**config.mk**
```make
export PLATFORM = sky130hd
export DESIGN_NAME = frame_strobe_sequencer
export DESIGN_NICKNAME = d
export VERILOG_FILES = /design/src/rtl/frame_strobe_sequencer.sv
export SDC_FILE = /design/constraint.sdc
export NUM_CORES = 1
export LEC_CHECK = 0
export ABC_AREA = 1
export CAP_MARGIN = 20
export CORE_UTILIZATION = 32
export DETAILED_ROUTE_END_ITERATION = 16
export GPL_TIMING_DRIVEN = 1
export HOLD_SLACK_MARGIN = 0.12
export PLACE_DENSITY = 0.64
export SKIP_CTS_REPAIR_TIMING = 1
export SYNTH_ARGS = -nofsm -noshare
export SYNTH_HDL_FRONTEND = slang
export SYNTH_SLANG_ARGS = --single-unit
```
**constraint.sdc**
```tcl
create_clock -name CLK -period 1.4 [get_ports CLK]
set_input_delay 0.28 -clock CLK [delete_from_list [all_inputs] [get_ports CLK]]
set_output_delay 0.28 -clock CLK [all_outputs]
set_load 0.05 [all_outputs]
```
**src/rtl/frame_strobe_sequencer.sv**
```systemverilog
// rtl/frame_strobe_sequencer.sv - one-hot frame strobe sequencer with LOAD/STROBE/HOLD timing
module frame_strobe_sequencer #(
    parameter int MaxFramesPerCol = 20,
    parameter int FrameBitsPerRow = 32,
    parameter int StrobeCycles    = 1
) (
    input  logic                       CLK,
    input  logic                       resetn,
    input  logic                       in_valid,
    output logic                       in_ready,
    input  logic [4:0]                 in_frame_idx,
    input  logic [FrameBitsPerRow-1:0] in_data,
    output logic [FrameBitsPerRow-1:0] FrameData,
    output logic [MaxFramesPerCol-1:0] FrameStrobe,
    output logic                       busy,
    output logic                       err,
    input  logic                       err_clr,
    output logic [15:0]                frames_written
);
    typedef enum logic [1:0] {IDLE, LOAD, STROBE, HOLD} state_t;

    localparam logic [5:0] IdxLimit   = 6'(MaxFramesPerCol);
    localparam logic [3:0] StrobeLoad = 4'(StrobeCycles);

    state_t                     state, state_next;
    logic [4:0]                 idx_q;
    logic [3:0]                 strobe_cnt;
    logic [MaxFramesPerCol-1:0] strobe_onehot;
    logic                       accept;
    logic                       idx_ok;
    logic                       strobe_last;

    assign in_ready    = (state == IDLE);
    assign busy        = (state != IDLE);
    assign accept      = in_valid && in_ready;
    assign idx_ok      = ({1'b0, in_frame_idx} < IdxLimit);
    assign strobe_last = (strobe_cnt <= 4'd1);

    always_comb begin
        strobe_onehot = '0;
        for (int i = 0; i < MaxFramesPerCol; i++) begin
            strobe_onehot[i] = (idx_q == 5'(i));
        end
    end

    // Out-of-range commands are consumed in IDLE and only raise err.
    always_comb begin
        state_next = state;
        case (state)
            IDLE:    if (accept && idx_ok) state_next = LOAD;
            LOAD:    state_next = STROBE;
            STROBE:  if (strobe_last) state_next = HOLD;
            HOLD:    state_next = IDLE;
            default: state_next = IDLE;
        endcase
    end

    always_ff @(posedge CLK or negedge resetn) begin
        if (!resetn) begin
            state <= IDLE;
        end else begin
            state <= state_next;
        end
    end

    always_ff @(posedge CLK or negedge resetn) begin
        if (!resetn) begin
            FrameData      <= '0;
            FrameStrobe    <= '0;
            idx_q          <= '0;
            strobe_cnt     <= '0;
            frames_written <= '0;
        end else begin
            if (accept && idx_ok) begin
                FrameData <= in_data;
                idx_q     <= in_frame_idx;
            end
            if (state == LOAD) begin
                FrameStrobe <= strobe_onehot;
                strobe_cnt  <= StrobeLoad;
            end else if (state == STROBE) begin
                if (strobe_last) begin
                    FrameStrobe    <= '0;
                    strobe_cnt     <= '0;
                    frames_written <= frames_written + 16'd1;
                end else begin
                    strobe_cnt <= strobe_cnt - 4'd1;
                end
            end
        end
    end

    // A set on the same edge as a clear takes priority.
    always_ff @(posedge CLK or negedge resetn) begin
        if (!resetn) begin
            err <= 1'b0;
        end else if (accept && !idx_ok) begin
            err <= 1'b1;
        end else if (err_clr) begin
            err <= 1'b0;
        end
    end
endmodule

```
==> impl_metrics.csv <==
group,metric,value,unit
outcome,status,"complete, but fails checks",
outcome,violations,"negative setup slack",
route,drcViolationCount,0,
die,die_h,109,µm
die,design.die.area,0.0118,mm²
route,ant_nets,0,
min_path,hold_path.class,"primary input to async pin",
clock_tree,clkTransAtPathRegs,70,ps
global_route,track_usage,16.4,%
sta,rsz0062_at_grt,"true",
setup_path,timing.rr.start,"state[1]",
cells_and_area,antenna-diode-count,0,
placed_design,placed_cells,679,
clock_tree,cts_buffers,9,
global_route,grt_pass1_wl,15200,µm
die,die_x,109,µm
die,core_area,0.0109,mm²
sta,slew_violations,0,
synthesis,synthDistinctLibCells,31,
synthesis,syn_avg_cell_area,8.96,µm²
sta,fin_worst_skew,7.01,ps
route,first_iter_violations,65,
die,row_count,38,
synthesis,yosysWarnings,0,
clock_tree,cts_num_sinks,80,
power_and_ir_drop,ir_worst_vdd,1.41,mV
setup_path,endpoint_kind,"output pin",
sta,hold_viol,0,
setup_path,crit_start,"state[0]",
run,maxCapViolations,0,
synthesis,ys_seq_elements,80,
cells_and_area,drive_gt1_share,38.4,%
clock_tree,clockBufferDepth,2,
sta,max-slew-margin-rel,62.0,%
cells_and_area,final_cells,713,
synthesis,synth_top_family_by_area,"simple AND/OR/NAND/NOR gates",
cells_and_area,layout.cells.most_common,"nand2_1",
global_route,globalRouteMet2Util,26.6,%
setup_path,ff2ff_setup_slack,-170,ps
synthesis,seq_area_frac_synth,55.0,%
synthesis,synthAdderAreaFrac,2.41,%
cells_and_area,layout_common_cells,"nand2_1, buf_12, dfrtp_1, nand3_1, clkdlybuf4s50_1",
setup_path,reg2reg_to,"FrameStrobe[6]",
setup_path,worstPathMaxFanout,3,
power_and_ir_drop,p_per_area,2440,mW/mm²
placed_design,gp_congestion,0.777,
placed_design,io_buffers,111,
global_route,met3_usage,4.42,%
global_route,grt_pass1_vias,3264,
synthesis,syn_nets,454,
global_route,grt_use_met1,20.9,%
setup_path,cp.arrival,1290,ps
clock_tree,cts_tree,"done",
cells_and_area,syn2layout_area_growth,86.5,%
sta,min_period,1570,ps
synthesis,synth_cells,406,
cells_and_area,nets,616,
clock_tree,insertion_delay,330,ps
global_route,grt_overflow,0,
sta,period_share,112,%
die,initial_core_util,33.3,%
placed_design,place_area,0.00598,mm²
route,via_per_inst,4.60,
global_route,antenna_found_initial,0,
die,io_pins,112,
synthesis,syn_area,0.00364,mm²
clock_tree,htreeDepth,3,
sta,worst_slack,-169,ps
sta,tightest_slew,568,ps
placed_design,hpwl,6780,µm
sta,setup_viol,46,
setup_path,crit_end,"busy",
synthesis,synth_compound_area_share,7.39,%
global_route,busiest_layer,"met2",
synthesis,synthSimpleGateAreaFrac,24.9,%
power_and_ir_drop,p_leak,3.07,nW
global_route,grt_max_degree,31,
setup_path,cp-start-kind,"flop",
route,firstDrtPassIters,4,
clock_tree,cts-root-buf,"clkbuf_16",
route,wl_per_cell,13.9,µm
sta,fmax,638,MHz
route,vias,3279,
synthesis,synth_xor_area_share,2.89,%
sta,timing.hold.ws,369,ps
setup_path,reg2regPathDepth,7,
cells_and_area,final_util,62.0,%
sta,final.setup.tns,-3350,ps
setup_path,critPathKind,"flop to output pin",
setup_path,required,1120,ps
synthesis,synthMuxAreaShare,0,%
route,drt_wl_total,9890,µm
cells_and_area,final_area,0.00678,mm²
[worst min-delay path by stage]
stage | startpoint | end | slack (ps)
detailed placement | resetn | FrameData[10] | 180
floorplan | resetn | FrameData[0] | -20
global route | resetn | FrameData[4] | 380
CTS | resetn | FrameData[4] | -180
global placement | resetn | FrameData[8] | 180
finish | resetn | FrameData[4] | 370
[report_power, final]
| group | switching [W] | total (W) | internal, W |
|---|---|---|---|
| sequential | 0.000782 | 0.00387 | 0.00309 |
| combinational | 0.00518 | 0.00995 | 0.00477 |
| clock | 0.000961 | 0.00276 | 0.00180 |
[cell type report]
cell class	instances	area (µm²)
timing repair buffer	166	2400
sequential	80	2010
multi-input combinational	265	1640
clock inverter	6	116
fill	889	4150
inverter	46	193
tap	140	175
clock buffer	10	239
[critical path, stage by stage, from the launching register on]
cell and delay, ps:
dfrtp_2 430, inv_4 90, ha_4 140, buf_6 120
inv_4 40, buf_12 130
[through the flow]
step                      setup WS [ps]  power [W]
after global placement             -116     0.0124
after floorplan                   -81.8    0.00837
final                              -169     0.0166
after detailed placement           -186     0.0125
after global routing               -240     0.0174
after CTS                          -295     0.0154
[cell families after synthesis]
family / count (synthesis)
AOI/OAI and AO/OA: 39
xor gates and xnor gates: 12
adders and majority gates: 7
buffers and inverters: 61
DFF: 80
and+or+nand+nor: 207
[synthesized netlist by cell type]
library cell,count,area (µm²)
nand2_1,110,413
dfrtp_1,80,2000
nand3_1,55,275
inv_1,43,161
nor2_1,26,97.6
o21ai_2,9,78.8
xor2_1,9,78.8
o21ai_0,8,40.0
o21ai_1,8,40.0
ha_1,7,87.6
clkbuf_1,6,22.5
o21a_1,5,37.5
a21oi_1,4,20.0
buf_2,4,20.0
buf_6,4,45.0
nand4_1,4,25.0
nor3_1,3,15.0
nor3_2,3,30.0
xnor2_1,3,26.3
inv_2,2,7.51
nor2_2,2,12.5
o22ai_1,2,12.5
a21oi_4,1,16.3
a22oi_1,1,7.51
buf_4,1,7.51
clkinv_1,1,3.75
nand2_2,1,6.26
nand3_2,1,10.0
nor3_4,1,16.3
o21ai_4,1,16.3
or2_1,1,6.26
[routing by layer]
layer  wire length, µm  part of all wire (%)
met1              4140                    42
met2              5070                    51
met4               131                   1.3
met3               556                   5.6
met5                 0                     0
[flip-flops by register name, indices dropped and copies added, names as in the netlist]
register        count
FrameData          32
FrameStrobe        20
err                 1
frames_written     16
idx_q               5
state               2
strobe_cnt          4
No activity file was read; power rests on OpenSTA's default activity.
